## config.mk

```make
export PLATFORM = sky130hd
export DESIGN_NAME = word_serializer_flat
export DESIGN_NICKNAME = d
export VERILOG_FILES = /design/src/rtl/ser_pkg.sv /design/src/rtl/word_serializer_if.sv /design/src/rtl/word_serializer.sv /design/src/flat_wrapper.sv
export SDC_FILE = /design/constraint.sdc
export NUM_CORES = 1
export LEC_CHECK = 0
export CAP_MARGIN = 15
export CORE_ASPECT_RATIO = 0.7
export CORE_UTILIZATION = 36
export CTS_BUF_LIST = sky130_fd_sc_hd__clkbuf_4 sky130_fd_sc_hd__clkbuf_8 sky130_fd_sc_hd__clkbuf_16
export DETAILED_ROUTE_END_ITERATION = 10
export GPL_TIMING_DRIVEN = 0
export PLACE_DENSITY = 0.58
export SETUP_SLACK_MARGIN = 0.3
export SLEW_MARGIN = 5
export SYNTH_ARGS = -nofsm -noshare
export SYNTH_HDL_FRONTEND = slang
export SYNTH_SLANG_ARGS = --single-unit
```

## constraint.sdc

```tcl
create_clock -name clk -period 1.8 [get_ports clk]
set_clock_uncertainty 0.1 [all_clocks]
set_input_delay 0.36 -clock clk [delete_from_list [all_inputs] [get_ports clk]]
set_output_delay 0.36 -clock clk [all_outputs]
set_load 0.02 [all_outputs]
```

## src/rtl/ser_pkg.sv

```systemverilog
`default_nettype none
// ============================================================================
// Package     : ser_pkg
// Description : Shared types and defaults for the word_serializer block:
//               FSM state encoding, default word width and idle line level.
// Revision    : 1.0 - initial release
// ============================================================================
package ser_pkg;

  // Shifter FSM: IDLE = shifter empty, SHIFT = shifter emitting bits
  typedef enum logic [0:0] {
    SER_IDLE  = 1'b0,
    SER_SHIFT = 1'b1
  } ser_state_t;

  localparam int   SER_WIDTH    = 8;
  localparam logic SER_IDLE_BIT = 1'b0;

endpackage : ser_pkg
`default_nettype wire

```

## src/rtl/word_serializer_if.sv

```systemverilog
`default_nettype none
// ============================================================================
// Interface   : word_serializer_if
// Description : Parallel word valid/ready handshake feeding the serializer.
//               master = word producer, slave = serializer.
// Revision    : 1.0 - initial release
// ============================================================================
interface word_serializer_if
  import ser_pkg::*;
#(
  parameter int WIDTH = SER_WIDTH
);
  logic [WIDTH-1:0] din;
  logic             din_valid;
  logic             din_ready;

  modport master (output din, output din_valid, input  din_ready);
  modport slave  (input  din, input  din_valid, output din_ready);
endinterface : word_serializer_if
`default_nettype wire

```

## src/rtl/word_serializer.sv

```systemverilog
`default_nettype none
// ============================================================================
// Module      : word_serializer
// Description : Parallel-to-serial front end. Accepts WIDTH-bit words over a
//               valid/ready handshake (one-word holding register for gapless
//               streaming) and emits one registered bit per clock on x.
//               Build option: WORD_SERIALIZER_LSB_FIRST_EN selects LSB-first
//               emission; default build emits MSB first.
// Revision    : 1.0 - initial release
// ============================================================================
module word_serializer
  import ser_pkg::*;
#(
  parameter int   WIDTH    = SER_WIDTH,
  parameter logic IDLE_BIT = SER_IDLE_BIT
) (
  input  logic             clk,
  input  logic             rst,
  word_serializer_if.slave in_if,
  output logic             x,
  output logic             x_valid,
  output logic             word_done,
  output logic             busy
);

  localparam int               CNT_W    = $clog2(WIDTH);
  localparam logic [CNT_W-1:0] CNT_LAST = CNT_W'(WIDTH - 1);

  ser_state_t       state, state_nxt;
  logic [WIDTH-1:0] sh, sh_nxt;
  logic [WIDTH-1:0] hold, hold_nxt;
  logic             hold_v, hold_v_nxt;
  logic [CNT_W-1:0] cnt, cnt_nxt;
  logic             xfer;

  // Bit that goes onto the line first from a freshly loaded/advanced shifter
  function automatic logic head(input logic [WIDTH-1:0] w);
`ifdef WORD_SERIALIZER_LSB_FIRST_EN
    return w[0];
`else
    return w[WIDTH-1];
`endif
  endfunction

  // Shifter contents after the current head bit has been emitted
  function automatic logic [WIDTH-1:0] advance(input logic [WIDTH-1:0] w);
`ifdef WORD_SERIALIZER_LSB_FIRST_EN
    return w >> 1;
`else
    return w << 1;
`endif
  endfunction

  assign in_if.din_ready = !hold_v;
  assign xfer            = in_if.din_valid && !hold_v;
  assign busy            = (state == SER_SHIFT) || hold_v;

  // Next-state, shifter, counter and holding-register decisions
  always_comb begin
    state_nxt  = state;
    sh_nxt     = sh;
    cnt_nxt    = cnt;
    hold_nxt   = hold;
    hold_v_nxt = hold_v;
    case (state)
      SER_IDLE: begin
        if (xfer) begin
          sh_nxt    = in_if.din;
          cnt_nxt   = '0;
          state_nxt = SER_SHIFT;
        end
      end
      SER_SHIFT: begin
        if (cnt != CNT_LAST) begin
          sh_nxt  = advance(sh);
          cnt_nxt = cnt + 1'b1;
          if (xfer) begin
            hold_nxt   = in_if.din;
            hold_v_nxt = 1'b1;
          end
        end else if (hold_v) begin
          // Held word drains into the shifter; din_ready is low here, so
          // no new word can arrive in the same cycle.
          sh_nxt     = hold;
          hold_v_nxt = 1'b0;
          cnt_nxt    = '0;
        end else if (xfer) begin
          sh_nxt  = in_if.din;
          cnt_nxt = '0;
        end else begin
          cnt_nxt   = '0;
          state_nxt = SER_IDLE;
        end
      end
      default: begin
        state_nxt = SER_IDLE;
      end
    endcase
  end

  // State/data registers and registered serial outputs
  always_ff @(posedge clk or negedge rst) begin
    if (!rst) begin
      state     <= SER_IDLE;
      sh        <= '0;
      cnt       <= '0;
      hold      <= '0;
      hold_v    <= 1'b0;
      x         <= IDLE_BIT;
      x_valid   <= 1'b0;
      word_done <= 1'b0;
    end else begin
      state     <= state_nxt;
      sh        <= sh_nxt;
      cnt       <= cnt_nxt;
      hold      <= hold_nxt;
      hold_v    <= hold_v_nxt;
      x         <= (state_nxt == SER_SHIFT) ? head(sh_nxt) : IDLE_BIT;
      x_valid   <= (state_nxt == SER_SHIFT);
      word_done <= (state_nxt == SER_SHIFT) && (cnt_nxt == CNT_LAST);
    end
  end

endmodule : word_serializer
`default_nettype wire

```

## src/flat_wrapper.sv

```systemverilog
// flat-port wrapper written by rule: the top's interface ports become plain ports
module word_serializer_flat import ser_pkg::*;
#(
  parameter int   WIDTH    = SER_WIDTH,
  parameter logic IDLE_BIT = SER_IDLE_BIT
)
  (clk, rst, x, x_valid, word_done, busy, in_if_din, in_if_din_valid, in_if_din_ready);
  word_serializer_if #(.WIDTH(WIDTH)) in_if_i ();
  input  logic clk;
  input  logic rst;
  output logic x;
  output logic x_valid;
  output logic word_done;
  output logic busy;
  input wire logic [$bits(in_if_i.din)-1:0] in_if_din;
  input wire logic [$bits(in_if_i.din_valid)-1:0] in_if_din_valid;
  output wire logic [$bits(in_if_i.din_ready)-1:0] in_if_din_ready;
  assign in_if_i.din = in_if_din;
  assign in_if_i.din_valid = in_if_din_valid;
  assign in_if_din_ready = in_if_i.din_ready;
  word_serializer #(.WIDTH(WIDTH), .IDLE_BIT(IDLE_BIT)) u_core (.clk(clk), .rst(rst), .in_if(in_if_i), .x(x), .x_valid(x_valid), .word_done(word_done), .busy(busy));
endmodule
```

# After elaboration in Yosys (flattened, before gate mapping)
# Index checks and enable logic that the tools add are counted.
# totals
ff_bits	23
mem_bits_rw	0
romBits	0
mem_count	0
in_bits	11
out_inout_bits	5
elab_cells	32
latch_bits	0
# op_classes
n_lt_le_gt_ge	0
add_sub_neg	1
n_eq_ne	3
n_mul	0
n_div	0
bitwise	1
n_shift	0
reduce_logical	6
n_mux	14
# ops
op	count
two-way mux 8 bit	3
one-hot mux 8 bit (2 select lines)	1
two-way mux 1 bit	6
two-way mux 3 bit	2
one-hot mux 3 bit (2 select lines)	1
adder 3 x 1 -> 3 bit, second input constant	1
== test 3 bit, second input constant	1
!= test 3 bit, second input constant	1
AND reduction 3 bit	1
logical AND 1 bit	2
!= test 2 x 1 -> 1 bit, second input constant	1
one-hot mux 1 bit (2 select lines)	1
AND reduction 2 bit	1
logical NOT 1 bit	1
logical OR 1 bit	1
inverter 1 bit	1

# Longest topological paths before layout
# Gate-level depths: netlist of the first run.
# logic_depth
word_depth	7
depth_mapped	6
depth_no_buf	5

# Worst setup path before layout of the first run
# OpenSTA, ideal clock, no wires.
# synth_path
path_type	flip-flop to flip-flop
start	register u_core.cnt[0]
end	register u_core.hold[0]
arrival_time_ps	1503
path_buffers	0
period_less_slack_ps	1728
path_stages_with_launch	5
slack_ps	72
t_required_ps	1575
setup_ps	125
path_cell_list	dfrtp_1 -> ha_1 -> ha_1 -> nor3_4 -> mux2_2
# synth_via
elab_chain_cells	2
# synth_rtl
item	line_no	text
start: declaration	word_serializer.sv:33	logic [CNT_W-1:0] cnt, cnt_nxt;
start signal: assignment	word_serializer.sv:115	cnt <= cnt_nxt;
!= test 3 bit	word_serializer.sv:74	if (cnt != CNT_LAST) begin
AND reduction 3 bit (no line)	n/a	
end signal: assignment	word_serializer.sv:116	hold <= hold_nxt;
end: declaration	word_serializer.sv:31	logic [WIDTH-1:0] hold, hold_nxt;
# Every way passes these cells.
# A chain may end at the register's enable or synchronous reset.

# Worst setup path after layout of the first run
# layout_path
start	register u_core.cnt[0]
end	register u_core.hold[7]
# Same word-level chain as after synthesis.

==> parameters.txt, run 1 <==
Parameter                              Value

Die
  Placeable core area ... 2860 sq um
  Y dimension of the die ... 48.4 microns
  Site row count ... 16
  Starting utilization of the core area ... 0.387
  Die ar. ... 3310 sq um
  Chip width ... 68.3 microns
  IO Pins ... 16

Setup path
  Startpoint type of the worst setup path ... flop
  Endpoint kind of the worst setup timing path ... flop
  CP most frequent cell ... sky130_fd_sc_hd__ha_4
  Kind of cell adding the most delay to the critical path ... flip-flops
  FF-to-FF End ... u_core.hold[7]
  Setup slack on the worst flop-to-flop path ... 140 ps
  Largest fanout on the critical path ... 3
  Setup Crit Path Kind ... flop to flop
  Crit Reg-Reg Startpoint ... u_core.cnt[0]
  Cell breakdown of the critical path ... ha_4, ha_4, nor3_4, buf_6, mux2_4
  Highest-delay cell along the critical path ... sky130_fd_sc_hd__dfrtp_1
  Critical path depth ... 5
  WP data required ... 1860 ps
  Delay of the slowest critical-path stage ... 420 ps
  Data arrival at the endpoint of the critical path ... 1720 ps
  Count of cells along the worst register-to-register path ... 5
  Sum of buffers and inverters on the critical path ... 1

Drt
  Vias ... 871
  Number of DRC markers after the initial detailed-route iteration ... 83
  Iteration count of the initial detailed-routing pass ... 3
  DRC violations left ... 0
  WL final ... 2840 microns
  Routed vias/inst ... 5.38
  Avg WL per Cell ... 17.5 microns
  Post-detailed-route count of antenna-violating nets ... 0

Timing
  Total of endpoints with negative setup slack in the final report ... 0
  RSZ-0062 raised after global routing ... yes
  Slew Limit Fails ... 0
  Remaining max-slew budget at the tightest pin ... 0.680
  Final Hold Vio Count ... 0
  Clock period minus worst slack ... 1660 ps
  Slew @ Worst Pin ... 480 ps
  Part of the cycle the worst path needs ... 0.924
  Highest achievable clock rate ... 0.601 GHz

Layout
  Area of the multi-input gates ... 651 sq um
  Total area of sequential cells ... 553 sq um
  Final layout net count ... 141
  Number of standard cells in the layout, taps in and fillers out ... 162
  Share of cells above drive strength 1 ... 0.429
  Number of filler instances in the final layout ... 250
  Synthesis-to-layout area growth ... 47.3%
  Share of the core filled with cells in the final layout ... 0.570
  Diode insertion count for antenna repair ... 0

Synth
  Syn_area_per_cell ... 11.5 sq um
  Post-synthesis cell count ... 96
  Post-synthesis compound-gate area fraction ... 0.132
  Largest family of logic cells by synthesized area ... multiplexers
  Synthesized flop and latch total ... 22
  Count of yosys warnings during synthesis ... 0
  Seq/Total Area, Yosys ... 0.497
  Multiplexer area fraction after synthesis ... 0.190
  Post-synth design cell area ... 1110 sq um
  Number of distinct standard cells referenced by the synthesized netlist ... 24
  Xor and xnor fraction of the mapped netlist area ... 0
  Simple logic cell fraction of the synthesized area ... 0.107
  Post-synthesis net count ... 110
  Adder and majority gate portion of the synthesized area ... 0.0339

GRT
  Vias in the first global route ... 930
  Aggregate global-route resource usage ... 0.190
  Leftover overflow at the end of global routing ... 0
  Global-route wire length before repair ... 4550 microns
  Number of antenna violations at the first check in global routing ... 0
  Largest net degree at the start of global routing ... 23

Pwr
  Max VDD drop ... 0.721 mV
  Standby leakage power ... 0.721 nW
  Total power per unit cell area ... 1810 nW/um^2

Run
  Max-cap violation count ... 0

CTS
  Clock transition at the register clock pins on the worst setup and hold paths after CTS ... 80 ps
  Number of clock sinks ... 22
  Clock root cell ... sky130_fd_sc_hd__clkbuf_8
  Max Buffers Root-to-Sink ... 2
  Inserted Clock Buffers ... 3
  Clock network latency to the later pin of the worst-skew pair ... 270 ps
  TritonCTS clock tree ... done
  Cts-stage hold buffer count ... 0
  H-tree lvl count ... 1

Run status
  Outcome ... complete, no violations

Placement
  Count of buffers from port buffering ... 15
  Final Wtd Congestion ... 0.712
  Cell Count Post-Placement ... 147
  Placed wire-length estimate ... 1670 microns

Min path
  Type of the tightest min-delay check ... primary input to asynchronous set/reset pin
[how the worst max path moves through the flow]
stage,startpoint,to
final,u_core.cnt[0],u_core.hold[7]
after global routing,u_core.cnt[0],u_core.hold[2]
after CTS,u_core.x_valid,busy
after detailed placement,in_if_din_valid,u_core.hold[4]
after global placement,in_if_din_valid,u_core.hold[2]
after floorplan,u_core.cnt[0],u_core.hold[0]
[power breakdown]
group	internal (mW)	switching [mW]	total (mW)
Sequential	0.752	0.200	0.953
Clock	0.174	0.170	0.343
Combinational	0.905	0.751	1.66
[what timing repair did]
item	CTS	global route
endpoints found under the hold margin	0	0
setup buffers	6	4
endpoints found under the setup margin	24	22
gates resized for setup	35	23
pin swaps	2	2
[Yosys cell counts]
cell type                   number  area share
sky130_fd_sc_hd__dfrtp_1        22        0.50
sky130_fd_sc_hd__mux2i_1        12        0.11
sky130_fd_sc_hd__mux2_2          8       0.081
sky130_fd_sc_hd__nand2_1         7       0.024
sky130_fd_sc_hd__a221oi_1        6       0.047
sky130_fd_sc_hd__o22ai_1         6       0.034
sky130_fd_sc_hd__o21ai_0         5       0.023
sky130_fd_sc_hd__buf_2           3       0.014
sky130_fd_sc_hd__ha_1            3       0.034
sky130_fd_sc_hd__nand3_1         3       0.014
sky130_fd_sc_hd__nor2_1          3       0.010
sky130_fd_sc_hd__a211oi_1        2       0.014
sky130_fd_sc_hd__and2b_2         2       0.016
sky130_fd_sc_hd__clkbuf_1        2      0.0068
sky130_fd_sc_hd__inv_1           2      0.0068
sky130_fd_sc_hd__nand2b_1        2       0.011
sky130_fd_sc_hd__a21boi_0        1      0.0068
sky130_fd_sc_hd__a2bb2oi_1       1      0.0079
sky130_fd_sc_hd__buf_1           1      0.0034
sky130_fd_sc_hd__buf_6           1       0.010
sky130_fd_sc_hd__nor2b_1         1      0.0056
sky130_fd_sc_hd__nor3_1          1      0.0045
sky130_fd_sc_hd__nor3_4          1       0.015
sky130_fd_sc_hd__nor4b_1         1      0.0079
[placed cells by master (no fill, tap or decap), types with 3 or more instances in the layout]
| cell | instances |
|---|---|
| sky130_fd_sc_hd__a221oi_2 | 6 |
| sky130_fd_sc_hd__clkbuf_8 | 3 |
| sky130_fd_sc_hd__o21ai_0 | 3 |
| sky130_fd_sc_hd__dlygate4sd2_1 | 4 |
| sky130_fd_sc_hd__buf_2 | 3 |
| sky130_fd_sc_hd__ha_4 | 3 |
| sky130_fd_sc_hd__buf_8 | 3 |
| sky130_fd_sc_hd__buf_4 | 6 |
| sky130_fd_sc_hd__clkdlybuf4s50_1 | 8 |
| sky130_fd_sc_hd__dfrtp_1 | 20 |
| sky130_fd_sc_hd__mux2i_1 | 12 |
| sky130_fd_sc_hd__mux2_4 | 8 |
| sky130_fd_sc_hd__buf_6 | 8 |
| sky130_fd_sc_hd__nand2_1 | 6 |
| sky130_fd_sc_hd__o22ai_2 | 4 |
| sky130_fd_sc_hd__nor2_1 | 3 |
[cell families (layout without fill, tap and decap cells)]
logic type      Yosys count  count (layout)
flops                    22              22
compound gates           21              21
simple gates             21              21
mux                      20              20
buf+inv                   9              39
fa+ha+maj                 3               3
[per-stage QoR]
step / setup slack [ps] / area, sq um / hold WS (ps) / power, mW / TNS [ps]
2_1_floorplan: 183 / 1140 / -35.6 / 1.73 / 0
6_report: 137 / 1630 / 37.2 / 2.95 / 0
3_5_place_dp: -338 / 1330 / 395 / 2.06 / -3100
3_3_place_gp: -337 / 1330 / 385 / 2.02 / -2930
4_1_cts: 127 / 1520 / 321 / 2.69 / 0
5_1_grt: 93.7 / 1630 / 63.0 / 3.16 / 0
[area by class of cell]
class	instances	share of cell area
Clock buffer	4	0.0299
Buffer	7	0.0452
Multi-Input combinational cell	65	0.398
Inverter	2	0.00766
Tap cell	36	0.0276
Sequential cell	22	0.339
Timing Repair Buffer	26	0.152
[metal layers]
layer | global-route usage | part of all wire | vias to the layer above
li1 | - | - | 414
met1 | 0.268 | 0.51 | 440
met2 | 0.286 | 0.45 | 14
met3 | 0.0566 | 0.030 | 3
met4 | 0.0417 | 0.0088 | 0
met5 | 0 | 0 | -
[sequential cells by signal, summed over array words and instances (netlist names)]
signal / count
u_core.x: 1
u_core.hold_v: 1
u_core.word_done: 1
u_core.cnt: 3
u_core.x_valid: 1
u_core.sh: 7
u_core.hold: 8
(Power assumes the default switching activity.)
==> run 2, diff against run 1 <==
--- a/config.mk
+++ b/config.mk
@@ -11,7 +11,7 @@
 export CTS_BUF_LIST = sky130_fd_sc_hd__clkbuf_4 sky130_fd_sc_hd__clkbuf_8 sky130_fd_sc_hd__clkbuf_16
 export DETAILED_ROUTE_END_ITERATION = 10
 export GPL_TIMING_DRIVEN = 0
-export PLACE_DENSITY = 0.58
+export PLACE_DENSITY = 0.69
 export SETUP_SLACK_MARGIN = 0.3
 export SLEW_MARGIN = 5
 export SYNTH_ARGS = -nofsm -noshare
==> run 2 against run 1 <==
Sequential cell count did not move. Sequential power shrank 0.7%. Sequential share of layout area shrank 0.21 points. Non-clock buffer count fell by 1. Design area rose by 0.61%. Wire length shrank 0.85%. Critical path depth unchanged. Register-to-register slack better by 30 ps. Global-route usage decreased by 0.95 points. Final cell count is 0.62% lower. Clock-buffer cell count unchanged. Highest routed layer unchanged.
==> parameters.txt, run 2 (synthesized netlist as in run 1, its figures left out) <==
Parameter                              Value

Run status
  Outcome ... complete, no violations (unchanged)

Drt
  DRC violations left ... 0 (unchanged)
  Routed vias/inst ... 5.42 (was 5.38)
  WL final ... 2810 microns (was 2840 microns)
  Post-detailed-route count of antenna-violating nets ... 0 (unchanged)
  Avg WL per Cell ... 17.5 microns (about the same)
  Vias ... 873 (was 871)
  Number of DRC markers after the initial detailed-route iteration ... 43 (was 83)
  Iteration count of the initial detailed-routing pass ... 4 (was 3)

CTS
  Number of clock sinks ... 22 (unchanged)
  Clock root cell ... sky130_fd_sc_hd__clkbuf_8 (unchanged)
  Cts-stage hold buffer count ... 0 (unchanged)
  TritonCTS clock tree ... done (unchanged)
  Max Buffers Root-to-Sink ... 2 (unchanged)
  Clock network latency to the later pin of the worst-skew pair ... 270 ps (about the same)
  Clock transition at the register clock pins on the worst setup and hold paths after CTS ... 80 ps (about the same)
  H-tree lvl count ... 1 (unchanged)
  Inserted Clock Buffers ... 3 (unchanged)

Setup path
  Endpoint kind of the worst setup timing path ... flop (unchanged)
  Data arrival at the endpoint of the critical path ... 1690 ps (was 1720 ps)
  Count of cells along the worst register-to-register path ... 5 (unchanged)
  FF-to-FF End ... u_core.hold[4] (was u_core.hold[7])
  Largest fanout on the critical path ... 6 (was 3)
  Crit Reg-Reg Startpoint ... u_core.cnt[0] (unchanged)
  WP data required ... 1850 ps (was 1860 ps)
  Startpoint type of the worst setup path ... flop (unchanged)
  Setup Crit Path Kind ... flop to flop (unchanged)
  Setup slack on the worst flop-to-flop path ... 160 ps (was 140 ps)

GRT
  Largest net degree at the start of global routing ... 23 (unchanged)
  Leftover overflow at the end of global routing ... 0 (unchanged)
  Vias in the first global route ... 901 (was 930)
  Aggregate global-route resource usage ... 0.181 (was 0.190)
  Global-route wire length before repair ... 4390 microns (was 4550 microns)
  Number of antenna violations at the first check in global routing ... 0 (unchanged)

Layout
  Number of filler instances in the final layout ... 230 (was 250)
  Post-route cell area ... 1640 sq um (was 1630 sq um)
  Synthesis-to-layout area growth ... 48.2% (was 47.3%)
  Diode insertion count for antenna repair ... 0 (unchanged)
  Commonest non-fill, non-tap cell in the layout ... sky130_fd_sc_hd__dfrtp_1 (unchanged)
  Share of cells above drive strength 1 ... 0.440 (was 0.429)
  Number of standard cells in the layout, taps in and fillers out ... 161 (was 162)
  Biggest regs ... u_core.hold (8), u_core.sh (7), u_core.cnt (3) (unchanged)
  Highest-count cells in the layout ignoring fill and taps ... sky130_fd_sc_hd__dfrtp_1 (20), sky130_fd_sc_hd__mux2i_1 (12), sky130_fd_sc_hd__mux2_4 (8), sky130_fd_sc_hd__clkdlybuf4s50_1 (8), sky130_fd_sc_hd__buf_4 (8) (was sky130_fd_sc_hd__dfrtp_1 (20), sky130_fd_sc_hd__mux2i_1 (12), sky130_fd_sc_hd__buf_6 (8), sky130_fd_sc_hd__mux2_4 (8), sky130_fd_sc_hd__clkdlybuf4s50_1 (8))
  Max reg flops ... 8 (unchanged)
  Final layout net count ... 140 (was 141)
  Top reg by flops ... u_core.hold (unchanged)

Die
  Placeable core area ... 2860 sq um (unchanged)
  Starting utilization of the core area ... 0.387 (unchanged)
  Site row count ... 16 (unchanged)
  Die ar. ... 3310 sq um (unchanged)
  Y dimension of the die ... 48.4 microns (unchanged)
  Chip width ... 68.3 microns (unchanged)
  IO Pins ... 16 (unchanged)

Pwr
  Total power per unit cell area ... 1820 nW/um^2 (was 1810 nW/um^2)
  Max VDD drop ... 0.718 mV (was 0.721 mV)
  Total power ... 2.98 mW (was 2.95 mW)
  Standby leakage power ... 0.737 nW (was 0.721 nW)

Timing
  RSZ-0062 raised after global routing ... yes (unchanged)
  Highest achievable clock rate ... 0.611 GHz (was 0.601 GHz)
  Slew @ Worst Pin ... 994 ps (was 480 ps)
  Total of endpoints with negative setup slack in the final report ... 0 (unchanged)
  Final Hold Vio Count ... 0 (unchanged)
  Hold_ws ... 270 ps (was 37.2 ps)
  Part of the cycle the worst path needs ... 0.909 (was 0.924)
  Remaining max-slew budget at the tightest pin ... 0.337 (was 0.680)
  Slew Limit Fails ... 0 (unchanged)
  Clock period minus worst slack ... 1640 ps (was 1660 ps)

Placement
  Cell Count Post-Placement ... 147 (unchanged)
  Count of buffers from port buffering ... 15 (unchanged)
  Total placed instance area ... 1330 sq um (unchanged)
  Final Wtd Congestion ... 0.742 (was 0.712)
  Placed wire-length estimate ... 1650 microns (was 1670 microns)

Run
  Max-cap violation count ... 0 (unchanged)

Min path
  Type of the tightest min-delay check ... primary input to asynchronous set/reset pin (unchanged)
==> run 2: cell count changes in the layout (fill, tap and decap cells not counted), moves of 2 or more <==
cell / change
sky130_fd_sc_hd__buf_4: +2
sky130_fd_sc_hd__buf_6: -2
sky130_fd_sc_hd__buf_8: -2
sky130_fd_sc_hd__inv_4: -2
==> run 2: critical path, cell delays in order, from the launching register on <==
cell and delay (ps):
sky130_fd_sc_hd__dfrtp_1 420, sky130_fd_sc_hd__ha_4 190, sky130_fd_sc_hd__ha_4 170, sky130_fd_sc_hd__nor3_4 180
sky130_fd_sc_hd__buf_12 160, sky130_fd_sc_hd__mux2_4 300
==> run 2: layout make-up <==
class / instances / area (sq um) / share of cell area
Inverter: 2 / 12.5 / 0.00762
Buffer: 7 / 70.1 / 0.0427
Clock buffer: 4 / 55.1 / 0.0335
Multi-Input combinational cell: 65 / 672 / 0.409
Timing Repair Buffer: 25 / 235 / 0.143
Tap cell: 36 / 45.0 / 0.0274
Sequential cell: 22 / 553 / 0.337
==> run 2: repair_timing <==
action / 4_1_cts / 5_1_grt
buffers inserted: 5 / 5
setup endpoints to repair: 25 / 21
pin swaps: 2 / 3
gates resized for setup: 33 / 25
==> run 2: power by group <==
part / internal, mW / total, mW / switching (mW) / leakage, nW
Sequential: 0.752 / 0.946 / 0.193 / 0.257
Combinational: 0.908 / 1.68 / 0.774 / 0.451
Clock: 0.195 / 0.356 / 0.161 / 0.0288
Total: 1.86 / 2.98 / 1.13 / 0.737
==> run 2: worst max path at each step <==
stage,startpoint,to,slack [ps],cells after the start
global placement,in_if_din_valid,u_core.hold[6],-310,5
finish,u_core.cnt[0],u_core.hold[4],160,5
global route,u_core.cnt[0],u_core.hold[4],140,5
detailed placement,in_if_din_valid,u_core.hold[4],-340,5
floorplan,u_core.cnt[0],u_core.hold[0],180,4
CTS,u_core.cnt[1],u_core.hold[4],130,5
==> run 2: layer usage <==
metal	share of wire	vias to the layer above	global-route usage
met5	0	-	0
met4	0.0025	0	0.0278
met3	0.034	2	0.0590
met2	0.50	15	0.284
met1	0.47	445	0.245
li1	-	411	-
==> run 2: through the flow <==
step	worst slack [ps]	setup TNS, ps	util
after global placement	-309	-2580	0.465
after global routing	136	0	0.574
after floorplan	183	0	-
final	165	0	0.574
after CTS	127	0	0.521
after detailed placement	-339	-2880	0.465
==> run 3, diff against run 2 <==
--- a/config.mk
+++ b/config.mk
@@ -7,11 +7,11 @@
 export LEC_CHECK = 0
 export CAP_MARGIN = 15
 export CORE_ASPECT_RATIO = 0.7
-export CORE_UTILIZATION = 36
+export CORE_UTILIZATION = 47
 export CTS_BUF_LIST = sky130_fd_sc_hd__clkbuf_4 sky130_fd_sc_hd__clkbuf_8 sky130_fd_sc_hd__clkbuf_16
 export DETAILED_ROUTE_END_ITERATION = 10
 export GPL_TIMING_DRIVEN = 0
-export PLACE_DENSITY = 0.69
+export PLACE_DENSITY = 0.83
 export SETUP_SLACK_MARGIN = 0.3
 export SLEW_MARGIN = 5
 export SYNTH_ARGS = -nofsm -noshare
==> run 3 against run 2 <==
Sequential cell count stayed put. Non-clock buffer count is 2 lower. Final cell count is 3.7% lower. Core utilization is 17 points higher. Total power is 1.4% higher. Worst setup slack worse by 68 ps.
==> parameters.txt, run 3 (synthesized netlist as in run 1, its figures left out) <==
Parameter                              Value

Timing
  RSZ-0062 raised after global routing ... yes (unchanged)
  Part of the cycle the worst path needs ... 0.946 (was 0.909)
  Clock period minus worst slack ... 1700 ps (was 1640 ps)
  Slew Limit Fails ... 0 (unchanged)
  Slew @ Worst Pin ... 999 ps (was 994 ps)
  Total of endpoints with negative setup slack in the final report ... 0 (unchanged)
  Remaining max-slew budget at the tightest pin ... 0.333 (was 0.337)
  Final Hold Vio Count ... 0 (unchanged)
  Highest achievable clock rate ... 0.587 GHz (was 0.611 GHz)
  Final critical-path setup slack ... 97.1 ps (was 165 ps)

Run status
  Outcome ... complete, no violations (unchanged)

Drt
  Avg WL per Cell ... 18.8 microns (was 17.5 microns)
  Number of DRC markers after the initial detailed-route iteration ... 44 (was 43)
  Post-detailed-route count of antenna-violating nets ... 0 (unchanged)
  DRC violations left ... 0 (unchanged)
  Iteration count of the initial detailed-routing pass ... 4 (unchanged)
  Routed vias/inst ... 5.81 (was 5.42)
  WL final ... 2910 microns (was 2810 microns)
  Vias ... 901 (was 873)

Layout
  Number of filler instances in the final layout ... 137 (was 230)
  Share of the core filled with cells in the final layout ... 0.746 (was 0.574)
  Diode insertion count for antenna repair ... 0 (unchanged)
  Total area of sequential cells ... 553 sq um (unchanged)
  Max reg flops ... 8 (unchanged)
  Synthesis-to-layout area growth ... 47.4% (was 48.2%)
  Number of standard cells in the layout, taps in and fillers out ... 155 (was 161)
  Highest-count cells in the layout ignoring fill and taps ... sky130_fd_sc_hd__dfrtp_1 (20), sky130_fd_sc_hd__mux2i_1 (12), sky130_fd_sc_hd__clkdlybuf4s50_1 (9), sky130_fd_sc_hd__buf_6 (8), sky130_fd_sc_hd__mux2_4 (8) (was sky130_fd_sc_hd__dfrtp_1 (20), sky130_fd_sc_hd__mux2i_1 (12), sky130_fd_sc_hd__mux2_4 (8), sky130_fd_sc_hd__clkdlybuf4s50_1 (8), sky130_fd_sc_hd__buf_4 (8))
  Top reg by flops ... u_core.hold (unchanged)
  Post-route cell area ... 1630 sq um (was 1640 sq um)
  Commonest non-fill, non-tap cell in the layout ... sky130_fd_sc_hd__dfrtp_1 (unchanged)
  Share of cells above drive strength 1 ... 0.463 (was 0.440)
  Biggest regs ... u_core.hold (8), u_core.sh (7), u_core.cnt (3) (unchanged)
  Final layout net count ... 138 (was 140)
  Area of the multi-input gates ... 713 sq um (was 672 sq um)

Placement
  Setup WS pre-CTS ... -312 ps (was -339 ps)
  Cell Count Post-Placement ... 143 (was 147)
  Count of buffers from port buffering ... 15 (unchanged)
  Total placed instance area ... 1330 sq um (about the same)
  Placed wire-length estimate ... 1630 microns (was 1650 microns)
  Final Wtd Congestion ... 0.818 (was 0.742)

CTS
  Max Buffers Root-to-Sink ... 2 (unchanged)
  Cts-stage hold buffer count ... 0 (unchanged)
  H-tree lvl count ... 1 (unchanged)
  Inserted Clock Buffers ... 3 (unchanged)
  Clock root cell ... sky130_fd_sc_hd__clkbuf_4 (was sky130_fd_sc_hd__clkbuf_8)
  Clock network latency to the later pin of the worst-skew pair ... 320 ps (was 270 ps)
  Clock transition at the register clock pins on the worst setup and hold paths after CTS ... 130 ps (was 80 ps)
  TritonCTS clock tree ... done (unchanged)
  Number of clock sinks ... 22 (unchanged)

Die
  IO Pins ... 16 (unchanged)
  Site row count ... 14 (was 16)
  Chip width ... 60.0 microns (was 68.3 microns)
  Y dimension of the die ... 42.6 microns (was 48.4 microns)
  Placeable core area ... 2190 sq um (was 2860 sq um)
  Die ar. ... 2560 sq um (was 3310 sq um)
  Starting utilization of the core area ... 0.506 (was 0.387)

Pwr
  Max VDD drop ... 0.914 mV (was 0.718 mV)
  Total power per unit cell area ... 1850 nW/um^2 (was 1820 nW/um^2)
  Total power ... 3.03 mW (was 2.98 mW)
  Standby leakage power ... 0.707 nW (was 0.737 nW)

Min path
  Type of the tightest min-delay check ... primary input to asynchronous set/reset pin (unchanged)

Setup path
  Largest fanout on the critical path ... 9 (was 6)
  Startpoint type of the worst setup path ... flop (unchanged)
  Endpoint kind of the worst setup timing path ... primary output (was flop)
  WP data required ... 1340 ps (was 1850 ps)
  Data arrival at the endpoint of the critical path ... 1240 ps (was 1690 ps)
  Setup Crit Path Kind ... flop to primary output (was flop to flop)

GRT
  Number of antenna violations at the first check in global routing ... 0 (unchanged)
  Largest net degree at the start of global routing ... 23 (unchanged)
  Leftover overflow at the end of global routing ... 0 (unchanged)
  Aggregate global-route resource usage ... 0.237 (was 0.181)
  Vias in the first global route ... 918 (was 901)
  Global-route wire length before repair ... 4310 microns (was 4390 microns)

Run
  Max-cap violation count ... 0 (unchanged)
==> run 3: cell types whose count changed in the layout (fill, tap and decap cells not counted), sizes merged <==
cell | previous run | this run
clkdlybuf4s50 | 8 | 9
clkbuf | 4 | 5
buf | 19 | 17
dlygate4sd2 | 4 | 2
==> run 3: layer usage <==
layer / routed length, microns / GRT usage / vias up / share of wire
li1: - / - / 406 / -
met1: 1330 / 0.325 / 453 / 0.46
met2: 1350 / 0.367 / 36 / 0.47
met3: 168 / 0.0772 / 6 / 0.058
met4: 53 / 0.0465 / 0 / 0.018
met5: 0 / 0 / - / 0
==> run 3: final cells by class <==
type / instances / share of cell area
Tap cell: 32 / 0.0245
Timing Repair Buffer: 23 / 0.132
Buffer: 7 / 0.0429
Sequential cell: 22 / 0.338
Inverter: 2 / 0.00766
Clock buffer: 4 / 0.0184
Multi-Input combinational cell: 65 / 0.436
==> run 3: path summary, 6_finish.rpt <==
path	from	end	slack, ps	cells past startpoint
setup reg to reg	u_core.cnt[1]	u_core.hold[3]	110	5
setup / recovery	u_core.x_valid	busy	100	5
max in group asynchronous	rst	u_core.hold_v	850	1
hold reg to reg	u_core.hold[0]	u_core.hold[0]	420	1
min in group clk	u_core.hold[0]	u_core.hold[0]	420	1
hold / removal	rst	u_core.cnt[1]	90	1
==> run 3: where the power goes <==
group          total [mW]  switching, mW  internal [mW]
clock network       0.255          0.153          0.102
logic                1.78          0.825          0.952
registers           0.995          0.244          0.750
==> run 3: metrics by stage <==
step,setup TNS (ps),hold slack [ps]
6_report,0,86.6
3_3_place_gp,-2390,386
5_1_grt,0,172
2_1_floorplan,0,-35.6
3_5_place_dp,-2690,394
4_1_cts,0,422
==> run 3: repair_timing <==
action / in CTS / in global routing
endpoints found under the setup margin: 23 / 23
gates resized for setup: 41 / 26
endpoints found under the hold margin: 0 / 0
setup buffers: 6 / 2
pin swaps: 3 / 3
==> run 3: critical path, cell delays in order (launching register included) <==
cell                      delay, ps
sky130_fd_sc_hd__dfrtp_2        430
sky130_fd_sc_hd__buf_6          150
sky130_fd_sc_hd__inv_6           70
sky130_fd_sc_hd__buf_6          100
sky130_fd_sc_hd__nand2_2         30
sky130_fd_sc_hd__buf_4          150
